<file path="src/rtl/nx_mimosa_tgt_scheduler.sv">
`default_nettype none
// +--------------------------------------------------------------------------+
// | nx_mimosa_tgt_scheduler                                                  |
// | Round-robin sequencer of the shared IMM core and RTS smoother per target |
// | Revision: 1.0                                                            |
// +--------------------------------------------------------------------------+
module nx_mimosa_tgt_scheduler #(
  parameter int N_TGT       = 8,
  parameter int TGT_W       = 3,
  parameter int TIMEOUT_CYC = 4096,
  parameter int CNT_W       = 16
) (
  input  logic             clk,
  input  logic             rst,
  input  logic             enable,
  input  logic [N_TGT-1:0] tgt_mask,
  input  logic [N_TGT-1:0] meas_req,
  input  logic             clear_stats,
  output logic             imm_start,
  input  logic             imm_ready,
  input  logic             imm_done,
  output logic             rts_start,
  input  logic             rts_ready,
  input  logic             rts_done,
  output logic [TGT_W-1:0] cur_tgt,
  output logic             busy,
  output logic [N_TGT-1:0] pending,
  output logic [N_TGT-1:0] overrun,
  output logic             timeout_err,
  output logic [CNT_W-1:0] served_cnt,
  output logic [CNT_W-1:0] timeout_cnt
);

  localparam int WD_W = (TIMEOUT_CYC > 1) ? $clog2(TIMEOUT_CYC) : 1;

  typedef enum logic [2:0] {
    ST_IDLE     = 3'd0,
    ST_IMM_REQ  = 3'd1,
    ST_IMM_WAIT = 3'd2,
    ST_RTS_REQ  = 3'd3,
    ST_RTS_WAIT = 3'd4
  } state_t;

  state_t           r_state, w_next;
  logic [TGT_W-1:0] r_last_grant, r_cur_tgt, w_pick, w_idx;
  logic [TGT_W:0]   w_sum;
  logic [N_TGT-1:0] r_pending, r_overrun, w_eligible, w_grant_vec, w_pending_nxt;
  logic             w_found, w_grant, w_wd_expire, w_timeout, w_served, w_wait;
  logic [WD_W-1:0]  r_wd;
  logic             r_timeout_err;
  logic [CNT_W-1:0] r_served_cnt, r_timeout_cnt;

  assign w_eligible = r_pending & tgt_mask;

  // Search starts one past the last grant and wraps modulo N_TGT.
  always_comb begin
    w_found = 1'b0;
    w_pick  = '0;
    w_sum   = '0;
    w_idx   = '0;
    for (int k = 1; k <= N_TGT; k++) begin
      w_sum = {1'b0, r_last_grant} + (TGT_W+1)'(k);
      if (w_sum >= (TGT_W+1)'(N_TGT)) w_sum = w_sum - (TGT_W+1)'(N_TGT);
      w_idx = w_sum[TGT_W-1:0];
      if (!w_found && w_eligible[w_idx]) begin
        w_found = 1'b1;
        w_pick  = w_idx;
      end
    end
  end

  assign w_grant     = (r_state == ST_IDLE) && enable && w_found;
  assign w_wd_expire = (r_wd == WD_W'(TIMEOUT_CYC - 1));
  assign w_wait      = (r_state == ST_IMM_WAIT) || (r_state == ST_RTS_WAIT);

  always_comb begin
    w_grant_vec = '0;
    if (w_grant) w_grant_vec[w_pick] = 1'b1;
    // A request coinciding with its own grant re-arms pending without overrun.
    w_pending_nxt = tgt_mask & (meas_req | (r_pending & ~w_grant_vec));
  end

  always_ff @(posedge clk or posedge rst) begin
    if (rst) r_state <= ST_IDLE;
    else     r_state <= w_next;
  end

  always_comb begin
    w_next    = r_state;
    imm_start = 1'b0;
    rts_start = 1'b0;
    w_timeout = 1'b0;
    w_served  = 1'b0;
    case (r_state)
      ST_IDLE:     if (w_grant) w_next = ST_IMM_REQ;
      ST_IMM_REQ: begin
        imm_start = 1'b1;
        if (imm_ready) w_next = ST_IMM_WAIT;
      end
      ST_IMM_WAIT: begin
        if (imm_done) begin
          w_next = ST_RTS_REQ;
        end else if (w_wd_expire) begin
          w_next    = ST_IDLE;
          w_timeout = 1'b1;
        end
      end
      ST_RTS_REQ: begin
        rts_start = 1'b1;
        if (rts_ready) w_next = ST_RTS_WAIT;
      end
      ST_RTS_WAIT: begin
        if (rts_done) begin
          w_next   = ST_IDLE;
          w_served = 1'b1;
        end else if (w_wd_expire) begin
          w_next    = ST_IDLE;
          w_timeout = 1'b1;
        end
      end
      default:     w_next = ST_IDLE;
    endcase
  end

  always_ff @(posedge clk or posedge rst) begin
    if (rst) begin
      r_last_grant  <= TGT_W'(N_TGT - 1);
      r_cur_tgt     <= '0;
      r_pending     <= '0;
      r_overrun     <= '0;
      r_wd          <= '0;
      r_timeout_err <= 1'b0;
      r_served_cnt  <= '0;
      r_timeout_cnt <= '0;
    end else begin
      r_pending     <= w_pending_nxt;
      r_timeout_err <= w_timeout;
      if (w_grant) begin
        r_last_grant <= w_pick;
        r_cur_tgt    <= w_pick;
      end
      if (r_state != w_next) r_wd <= '0;
      else if (w_wait)       r_wd <= r_wd + WD_W'(1);
      if (clear_stats) begin
        r_overrun     <= '0;
        r_served_cnt  <= '0;
        r_timeout_cnt <= '0;
      end else begin
        r_overrun <= r_overrun | (meas_req & r_pending & ~w_grant_vec);
        if (w_served && (r_served_cnt != '1))   r_served_cnt  <= r_served_cnt + CNT_W'(1);
        if (w_timeout && (r_timeout_cnt != '1)) r_timeout_cnt <= r_timeout_cnt + CNT_W'(1);
      end
    end
  end

  assign cur_tgt     = r_cur_tgt;
  assign busy        = (r_state != ST_IDLE);
  assign pending     = r_pending;
  assign overrun     = r_overrun;
  assign timeout_err = r_timeout_err;
  assign served_cnt  = r_served_cnt;
  assign timeout_cnt = r_timeout_cnt;

endmodule
`default_nettype wire

</file>
<file path="config.mk">
export PLATFORM = sky130hd
export DESIGN_NAME = nx_mimosa_tgt_scheduler
export DESIGN_NICKNAME = d
export VERILOG_FILES = /design/src/rtl/nx_mimosa_tgt_scheduler.sv
export SDC_FILE = /design/constraint.sdc
export NUM_CORES = 1
export LEC_CHECK = 0
export ABC_AREA = 1
export ABC_CLOCK_PERIOD_IN_PS = 3000
export BUFFER_PORTS_ARGS = -buffer_cell sky130_fd_sc_hd__buf_2
export CORE_ASPECT_RATIO = 0.6
export CORE_MARGIN = 2
export CORE_UTILIZATION = 50
export DETAILED_ROUTE_END_ITERATION = 8
export PLACE_DENSITY = 0.75
export RECOVER_POWER = 50
export SETUP_SLACK_MARGIN = 0.5
export SLEW_MARGIN = 20
export SYNTH_ARGS = -nofsm -noshare
export SYNTH_HDL_FRONTEND = slang
export SYNTH_SLANG_ARGS = --single-unit
</file>
<file path="constraint.sdc">
create_clock -name clk -period 3 [get_ports clk]
set_clock_uncertainty 0.2 [all_clocks]
set_input_delay 0.45 -clock clk [delete_from_list [all_inputs] [get_ports clk]]
set_output_delay 0.45 -clock clk [all_outputs]
set_load 0.02 [all_outputs]
</file>
==> After elaboration in Yosys (flattened, before gate mapping) <==
Cells that the tools add are included.
{ "totals": {"in_bits": 24, "regBits": 70} }
{ "classes": {"bitwise_logic": 8, "addsub": 19, "mux": 65, "magnitude_cmp": 18, "n_reduce_logical": 25, "n_eq_ne": 8} }
{ "ops": {"columns": ["op", "n"], "rows": [
  ["two-way mux 3 bit", 22],
  ["two-way mux 16 bit", 4],
  ["bitwise AND 8 bit", 5],
  ["< comparator 3 x 4 -> 1 bit (second input constant)", 9],
  ["adder 16 x 1 -> 16 bit (second input constant)", 2],
  ["greater-or-equal comparator 4 bit (second input constant)", 8],
  ["inequality test 16 bit (second input constant)", 2],
  ["binary-select mux 1 bit (select 3 bit)", 8],
  ["two-way mux 1 bit", 24],
  ["two-way mux 12 bit", 2],
  ["subtractor 3 x 1 -> 3 bit (second input constant)", 8],
  ["adder 3 x 3 -> 4 bit (second input constant)", 4],
  ["two-way mux 8 bit", 2],
  ["OR 8 bit", 2],
  ["case mux 3 bit (5 select lines)", 1],
  ["adder 12 x 1 -> 12 bit (second input constant)", 1],
  ["== test 12 bit (second input constant)", 1],
  ["logical AND 1 bit", 12],
  ["adder 3 x 2 -> 4 bit (second input constant)", 2],
  ["NOT 8 bit", 1],
  ["logical NOT 1 bit", 7],
  ["== test 3 x 2 -> 1 bit (second input constant)", 2],
  ["nonzero test 2 bit", 3],
  ["adder 3 x 1 -> 4 bit (second input constant)", 1],
  ["10 further kinds", 10]
]} }

==> Depth between registers and ports, before layout <==
Gate-level depths: netlist of run 1.
{ "logic_depth": {"ltp_word": 36, "depth_mapped": 21} }

==> Least setup slack after synthesis of run 1 <==
OpenSTA, ideal clock, no wires.
{ "synth_path": {"kind": "flip-flop to flip-flop", "startpoint": "reg r_last_grant[1]", "endpoint": "reg r_overrun[5] (netlist: overrun[5])", "path_stages_with_launch": 19, "slack_ns": 0.046, "t_required_ns": 2.664, "period_less_slack_ns": 2.954, "arrival_ns": 2.617, "path_cell_list": "dfstp_2 > buf_4 > inv_2 > ha_1 > buf_2 > inv_2 > nand3_1 > nand2_1 > nand2_1 > nand2_2 > nand4_2 > nor2_4 > nand3_1 > nor2_1 > inv_1 > o21ai_1 > nand2_1 > o21bai_1 > a21oi_1"} }
{ "synth_between": {"elab_chain_len": 36, "elab_cells_between_ends": 89, "cone_classes": "add/sub (16); order compare (10); mux (44); bitwise (3); reduce/logical (16)"} }
{ "synth_rtl": {"columns": ["element", "line_no", "source"], "rows": [
  ["start, declared", "45", "logic [TGT_W-1:0] r_last_grant, r_cur_tgt, w_pick, w_idx;"],
  ["start signal, assigned", "127", "r_last_grant <= TGT_W'(N_TGT - 1);"],
  ["start signal, assigned", "139", "r_last_grant <= w_pick;"],
  ["adder 3 x 1 -> 4 bit", "62", "w_sum = {1'b0, r_last_grant} + (TGT_W+1)'(k);"],
  ["greater-or-equal comparator 4 bit or subtractor 3 x 1 -> 3 bit (tied branches)", "63", "if (w_sum >= (TGT_W+1)'(N_TGT)) w_sum = w_sum - (TGT_W+1)'(N_TGT);"],
  ["two-way mux 3 bit", "63", null],
  ["binary-select mux 1 bit (select 3 bit)", "65", "if (!w_found && w_eligible[w_idx]) begin"],
  ["two-way mux 1 bit (not written as such)", "65", null],
  ["two-way mux 1 bit", "65", null],
  ["logical NOT 1 bit", "65", null],
  ["logical AND 1 bit", "65", null],
  ["[... 20 more ...]", null, null],
  ["logical AND 1 bit (not written as such)", "78", "if (w_grant) w_grant_vec[w_pick] = 1'b1;"],
  ["two-way mux 1 bit (not written as such)", "78", null],
  ["demux 1 bit (select 3 bit)", "78", null],
  ["two-way mux 8 bit (*)", "78", null],
  ["NOT 8 bit (*)", "149", "r_overrun <= r_overrun | (meas_req & r_pending & ~w_grant_vec);"],
  ["bitwise AND 8 bit (*)", "149", null],
  ["OR 8 bit (*)", "149", null],
  ["two-way mux 8 bit (*)", "144", "if (clear_stats) begin"],
  ["end signal, assigned", "149", null],
  ["end, declared", "47", "logic [N_TGT-1:0] r_pending, r_overrun, w_eligible, w_grant_vec, w_pending_nxt;"]
]} }
Mark *: on every way between the ends. The rest lies on a longest branch, timed or not. The select of a mux whose other input is x is not followed.
A chain may end at the register's enable or synchronous reset.

==> Worst setup path in the final report of run 1 <==
{ "layout_path": {"startpoint": "reg r_last_grant[0]", "endpoint": "reg r_pending[5] (netlist: pending[5])"} }
{ "layout_between": {"elab_chain_len": 36, "elab_cells_between_ends": 89, "cone_classes": "add/sub (16); order compare (10); mux (43); bitwise (4); reduce/logical (16)"} }
{ "layout_rtl": {"columns": ["element", "line_no", "source"], "rows": [
  ["adder 3 x 1 -> 4 bit", "62", null],
  ["greater-or-equal comparator 4 bit or subtractor 3 x 1 -> 3 bit (tied branches)", "63", null],
  ["two-way mux 3 bit", "63", null],
  ["binary-select mux 1 bit (select 3 bit)", "65", null],
  ["two-way mux 1 bit (not written as such)", "65", null],
  ["two-way mux 1 bit", "65", null],
  ["logical NOT 1 bit", "65", null],
  ["logical AND 1 bit", "65", null],
  ["[... 21 more ...]", null, null],
  ["two-way mux 1 bit (not written as such)", "78", null],
  ["demux 1 bit (select 3 bit)", "78", null],
  ["two-way mux 8 bit (*)", "78", null],
  ["NOT 8 bit (*)", "80", "w_pending_nxt = tgt_mask & (meas_req | (r_pending & ~w_grant_vec));"],
  ["bitwise AND 8 bit (*)", "80", null],
  ["OR 8 bit (*)", "80", null],
  ["bitwise AND 8 bit (*)", "80", null],
  ["named net w_pending_nxt[5]", "47", null],
  ["end signal, assigned", "136", "r_pending <= w_pending_nxt;"],
  ["end, declared", "47", null]
]} }
The timed path passes the listed nets; every way through them passes the cells marked *. The select of a mux whose other input is x is not followed.

==> results of run 1 <==
path summary, 6_finish.rpt:
path                       cells after the start  slack, ns                    endpoint                        start
setup / recovery                              15      -0.11        pending[5]$_DFF_PP0_  r_last_grant[0]$_DFFE_PP1P_
hold / removal                                 3       0.14        pending[3]$_DFF_PP0_                  tgt_mask[3]
setup reg to reg                              15      -0.11        pending[5]$_DFF_PP0_  r_last_grant[0]$_DFFE_PP1P_
hold reg to reg                                2       0.30      cur_tgt[1]$_DFFE_PP0P_       cur_tgt[1]$_DFFE_PP0P_
max in group asynchronous                      4       0.62  timeout_cnt[0]$_DFFE_PP0P_                          rst
min in group asynchronous                      3       0.69        r_wd[11]$_DFFE_PP0P_                          rst
layout make-up:
cell class / count / share of cell area (%)
Tap cell: 112 / 2.25
Clock inverter: 5 / 0.925
Timing Repair Buffer: 136 / 13.6
Inverter: 93 / 5.93
Clock buffer: 11 / 4.06
Multi-Input combinational cell: 426 / 45.0
Sequential cell: 70 / 28.2
critical path, delay by kind of cell (launching register included):
family / cells / cell delay, ns
flip-flops: 1 / 0.60
AND/OR/NAND/NOR: 7 / 0.88
buffers and inverters: 4 / 0.38
adder cells (fa/ha/maj): 1 / 0.37
AO/OA/AOI/OAI: 3 / 0.54
report_power, final:
part / switching (uW) / leakage, uW / total, uW / internal (uW)
Clock: 415 / 0.000144 / 1100 / 687
Combinational: 3370 / 0.00184 / 5490 / 2110
Sequential: 124 / 0.000941 / 1180 / 1050
Total: 3910 / 0.00293 / 7770 / 3850
routing by layer:
layer | global-route usage [%] | share of wire (%)
met1 | 43.8 | 45
met4 | 6.56 | 3.1
met3 | 7.94 | 9.5
met5 | 0 | 0
met2 | 41.2 | 43
kinds of logic (layout without fill, tap and decap cells):
family / count (synthesis) / after routing
AND/OR/NAND/NOR: 318 / 319
buffers and inverters: 103 / 245
AO/OA/AOI/OAI: 92 / 92
flip-flops: 70 / 70
XOR/XNOR: 10 / 10
adder cells (fa/ha/maj): 5 / 5
metrics by stage:
step	setup TNS, ns	cells	hold WS [ns]	instance area [um2]
floorplan	0	598	0.278	4490
global placement	-0.0437	799	0.268	5110
detailed placement	0	799	0.276	5110
CTS	0	839	0.128	5990
global route	-2.33	853	0.138	6220
finish	-0.691	853	0.136	6220
cell usage in the layout (no fill, tap or decap), types with 4 or more instances in the layout:
cell type,n
nand2_1,120
nor3_2,6
buf_4,43
o21ai_0,19
a211oi_1,4
inv_1,77
buf_6,10
nand2_4,14
clkbuf_1,47
a21boi_1,5
nor2_4,11
nand3_2,15
nand3_4,13
nand3b_1,4
nor2_1,29
clkbuf_16,9
buf_2,31
nand3_1,41
dfrtp_1,66
nand4_1,14
o21ai_2,6
a21oi_2,5
nand2_2,18
nor3_1,15
a21oi_1,38
inv_2,12
nor2_2,11
xor2_1,7
state kept, by name, indices dropped and copies added (netlist names):
name          count
served_cnt       16
timeout_cnt      16
r_wd             12
overrun           8
pending           8
cur_tgt           3
r_last_grant      3
r_state           3
timeout_err       1
repair_timing:
item / 4_1_cts / 5_1_grt
setup endpoints to repair: 39 / 45
hold buffers: 1 / 0
endpoints found under the hold margin: 20 / 0
gates resized for setup: 84 / 51
gates cloned: 1 / 0
setup buffers: 22 / 14
pin swaps: 42 / 33
==> flow_metrics.py, run 1 <==
metrics = {
    "sta": {
        "period_share_pct": 104,
        "rsz0062_at_grt": "true",
        "hold_violations": 0,
        "maxSlewViolCount": 0,
        "fmax_mhz": 322,
        "max_slew_margin_pct": 34.5,
        "setup_violations": 16,
        "post-route-min-period_ns": 3.11,
        "fin_ws_ns": -0.105,
        "tightest_slew_ns": 0.982,
    },
    "finish": {
        "diodes": 0,
        "ff_latch_area_mm2": 0.00176,
        "syn2layout_area_growth_pct": 42.0,
        "drive_gt1_share_pct": 32.3,
        "multi_input_area_mm2": 0.00280,
        "nets": 765,
        "postLayoutCoreUtil_pct": 73.0,
        "fill_cells": 637,
    },
    "cts": {
        "clockBufferDepth": 2,
        "cts_buffers": 9,
        "htreeDepth": 3,
        "path_clk_slew_ns": 0.06,
        "cts_root_buffer": "clkbuf_16",
        "cts.sinks": 70,
        "cts_tree": "built",
        "clock_latency_ns": 0.33,
    },
    "place": {
        "io_buffers": 78,
        "dp_worst_setup_slack_ns": 0.00304,
        "routabilityCongestion": 1.02,
        "hpwl_mm": 9.45,
    },
    "setup_path": {
        "critPathRequiredTime_ns": 3.03,
        "startpoint_type": "register",
        "crit_chain": "inv_2 -> ha_4 -> inv_8 -> nand3_4 -> nand3_4 -> nand2_4 -> nand4_4 -> nor2_4 -> nand2_2 -> o21ai_4 -> inv_4 -> nand3_4 -> buf_6 -> o21ai_2 -> a21boi_1",
        "cp_slowest_cell": "dfstp_2",
        "crit_top_cell": "nand3_4",
        "cp_max_fo": 7,
        "criticalPathCategory": "register to register",
        "slowest_delay_ns": 0.60,
        "crit_path_end_kind": "register",
        "worst_ep_arrival_time_ns": 3.13,
    },
    "die": {
        "die-area_mm2": 0.00955,
        "coreArea_mm2": 0.00852,
        "die_w_um": 125,
        "dieHeight_um": 76.5,
        "num_io_pins": 79,
        "fp-row-count": 26,
        "start_util_pct": 51.4,
    },
    "global_routing": {
        "grt_pass1_vias": 4332,
        "globalRouteTotalUtil_pct": 29.0,
        "antenna_found_initial": 0,
        "grt_pass1_wl_mm": 22.1,
        "grt_max_degree": 48,
        "globalRoute.totalOverflow": 0,
    },
    "logic_synthesis": {
        "synth.yosys.seq_area_share_pct": 40.1,
        "synth_top_family_by_area": "simple AND/OR/NAND/NOR gates",
        "synth_most_common_cell": "nand2_1",
        "synth_edf_count": 0,
        "netlist_instances": 598,
        "synth_compound_area_share_pct": 12.1,
        "yosysTopAreaCellShare_pct": 38.3,
        "synthTopCellsByCount": "nand2_1 (145), inv_1 (81), dfrtp_1 (67)",
        "synthSimpleGateAreaFrac_pct": 34.2,
        "ys_warn_count": 0,
        "synth_xor_area_share_pct": 2.86,
        "yosysTopAreaCell": "dfrtp_1",
        "yosys-top-cells-area": "dfrtp_1 (38%), nand2_1 (12%), nand3_1 (7.3%), inv_1 (6.9%), a21oi_1 (4.9%)",
        "synth.distinct_cells": 44,
        "synth_fa_ha_area_share_pct": 1.43,
        "synthArstFlopShare_pct": 100,
        "synth_area_mm2": 0.00438,
        "synth_seq_cells": 70,
        "syn_area_per_cell_um2": 7.33,
        "synth_nets": 627,
        "synth-main-ff-cell": "dfrtp_1",
        "synth.area.mux_share_pct": 0,
    },
    "status": {
        "status": "finished, violations left",
        "violations": "setup timing",
    },
    "run": {
        "maxCapViolations": 0,
    },
    "power_and_ir_drop": {
        "power.total_uw": 7770,
        "ir_drop_mv": 0.981,
        "p_leak_uw": 0.00293,
        "powerDensity_mw_per_mm2": 1250,
    },
    "detailed_routing": {
        "drtIter0Drc": 616,
        "wire_per_inst_um": 17.5,
        "via_per_inst": 5.75,
        "routed_wl_mm": 14.9,
        "drcViolationCount": 0,
        "detail-route-antenna-nets": 0,
        "first_pass_iters": 7,
        "vias": 4903,
    },
    "min_path": {
        "hp-class": "input pin to register",
    },
}
Power figures use the tool's default switching activity.
==> run 2: changes to the inputs <==
==> constraint.sdc (replaced) <==
create_clock -name clk -period 3 [get_ports clk]
set_clock_uncertainty 0.2 [all_clocks]
set_input_delay 0.75 -clock clk [delete_from_list [all_inputs] [get_ports clk]]
set_output_delay 0.75 -clock clk [all_outputs]
set_load 0.02 [all_outputs]
==> flow_metrics.py, run 2 (synthesis gave the netlist of run 1 again) <==
metrics = {
    "power_and_ir_drop": {
        "powerDensity_mw_per_mm2": 1240,
        "power.total_uw": 7790,
        "p_leak_uw": 0.00311,
        "ir_drop_mv": 0.836,
    },
    "setup_path": {
        "crit_chain": "inv_8 -> ha_4 -> clkinv_8 -> nand3_4 -> nand2_4 -> nand2_2 -> nand2_2 -> buf_4 -> nand4_1 -> nand4_1 -> buf_4 -> nand2_4 -> nand4_1 -> nand2_1 -> a21oi_1",
        "cp_max_fo": 8,
        "crit_top_cell": "nand4_1",
        "rrSetupSlack_ns": -0.13,
        "crit_path_end_kind": "register",
        "criticalPathCategory": "register to register",
        "worst_ep_arrival_time_ns": 3.14,
        "startpoint_type": "register",
        "critPathRequiredTime_ns": 3.01,
        "slowest_delay_ns": 0.62,
        "cp_slowest_cell": "dfstp_2",
    },
    "finish": {
        "layout_common_cells": "nand2_1 (121), inv_1 (79), buf_2 (69)",
        "multi_input_area_mm2": 0.00277,
        "drive_gt1_share_pct": 36.8,
        "diodes": 0,
        "fill_cells": 643,
        "syn2layout_area_growth_pct": 42.9,
        "postLayoutCoreUtil_pct": 73.5,
        "fin_cells": 860,
        "final_common_cell": "nand2_1",
        "ff_latch_area_mm2": 0.00176,
        "nets": 772,
    },
    "sta": {
        "fin_ws_ns": -0.132,
        "max_slew_margin_pct": 18.0,
        "fmax_mhz": 319,
        "whs_ns": 0.292,
        "maxSlewViolCount": 0,
        "rsz0062_at_grt": "true",
        "setup_violations": 26,
        "tightest_slew_ns": 1.23,
        "hold_violations": 0,
        "post-route-min-period_ns": 3.13,
        "period_share_pct": 104,
    },
    "global_routing": {
        "grt_pass1_wl_mm": 22.0,
        "globalRouteTotalUtil_pct": 29.2,
        "antenna_found_initial": 0,
        "globalRoute.totalOverflow": 0,
        "grt_pass1_vias": 4299,
        "grt_max_degree": 48,
    },
    "detailed_routing": {
        "first_pass_iters": 5,
        "drtIter0Drc": 513,
        "wire_per_inst_um": 17.1,
        "via_per_inst": 5.66,
        "routed_wl_mm": 14.7,
        "drcViolationCount": 0,
        "vias": 4869,
        "detail-route-antenna-nets": 0,
    },
    "cts": {
        "cts_root_buffer": "clkbuf_16",
        "path_clk_slew_ns": 0.06,
        "cts.sinks": 70,
        "clockBufferDepth": 2,
        "cts_buffers": 9,
        "htreeDepth": 3,
        "clock_latency_ns": 0.35,
        "cts_tree": "built",
    },
    "place": {
        "io_buffers": 78,
        "dp_cells": 809,
        "hpwl_mm": 9.61,
        "routabilityCongestion": 0.950,
        "dp_worst_setup_slack_ns": -0.0701,
    },
    "die": {
        "coreArea_mm2": 0.00852,
        "start_util_pct": 51.4,
        "die-area_mm2": 0.00955,
        "num_io_pins": 79,
        "die_w_um": 125,
        "dieHeight_um": 76.5,
        "fp-row-count": 26,
    },
    "status": {
        "status": "finished, violations left",
        "violations": "setup timing",
    },
    "min_path": {
        "hp-class": "register to register",
    },
    "run": {
        "maxCapViolations": 0,
    },
}
==> run 2: cell count changes in the layout (fill, tap and decap cells not counted), moves of 3 or more <==
cell,delta
nor2_4,+4
clkbuf_1,-38
buf_2,+38
buf_4,+13
nand3_1,+4
buf_6,-4
nor2_2,-3
nand3_2,-5
==> run 2: final cells by class <==
cell class / instances / area share [%]
clock buffers: 10 / 3.82
clock inverters: 6 / 0.979
inverters: 93 / 5.95
multi-input cells: 425 / 44.2
flip-flops and latches: 70 / 28.1
well taps: 112 / 2.24
repair buffers: 144 / 14.7
==> run 2: per-layer routing <==
| metal | part of all wire, % | track usage, % | vias up |
|---|---|---|---|
| met5 | 0 | 0 | - |
| met4 | 2.1 | 7.67 | 0 |
| met3 | 8.6 | 5.83 | 38 |
| met2 | 45 | 42.0 | 251 |
| met1 | 45 | 44.6 | 2333 |
| li1 | - | - | 2247 |
==> run 2: path summary, 6_finish.rpt <==
kind | startpoint | endpoint | cells past startpoint
worst max register to register | r_last_grant[1]$_DFFE_PP1P_ | overrun[0]$_DFF_PP0_ | 15
max in group asynchronous | rst | timeout_cnt[0]$_DFFE_PP0P_ | 3
worst min-delay path | cur_tgt[0]$_DFFE_PP0P_ | cur_tgt[0]$_DFFE_PP0P_ | 2
worst max-delay path | r_last_grant[1]$_DFFE_PP1P_ | overrun[0]$_DFF_PP0_ | 15
worst min register to register | cur_tgt[0]$_DFFE_PP0P_ | cur_tgt[0]$_DFFE_PP0P_ | 2
min in group asynchronous | rst | r_wd[2]$_DFFE_PP0P_ | 2
==> run 2: what timing repair did <==
item	4_1_cts	5_1_grt
gates resized for setup	69	57
pin swaps	32	27
buffers inserted	20	15
endpoints found under the setup margin	40	48
hold buffers	0	0
==> run 2: power by group <==
part           switching, uW  total (uW)  internal [uW]  leakage, uW
Clock                    433        1100            663     0.000148
Sequential               115        1170           1050     0.000940
Combinational           3300        5520           2230      0.00202
==> run 2: critical path: cells and delay by family, from the launching register on <==
kind | cells | cell delay, ns
and+or+nand+nor | 9 | 1.17
DFF | 1 | 0.62
buffers and inverters | 4 | 0.52
adders and majority gates | 1 | 0.39
AOI/OAI and AO/OA | 1 | 0.06
==> run 2: through the flow <==
| step | area (um2) | setup TNS, ns |
|---|---|---|
| 2_1_floorplan | 4490 | 0 |
| 3_3_place_gp | 5190 | -0.134 |
| 3_5_place_dp | 5190 | -0.572 |
| 4_1_cts | 5950 | 0 |
| 5_1_grt | 6260 | -4.18 |
| 6_report | 6260 | -1.61 |
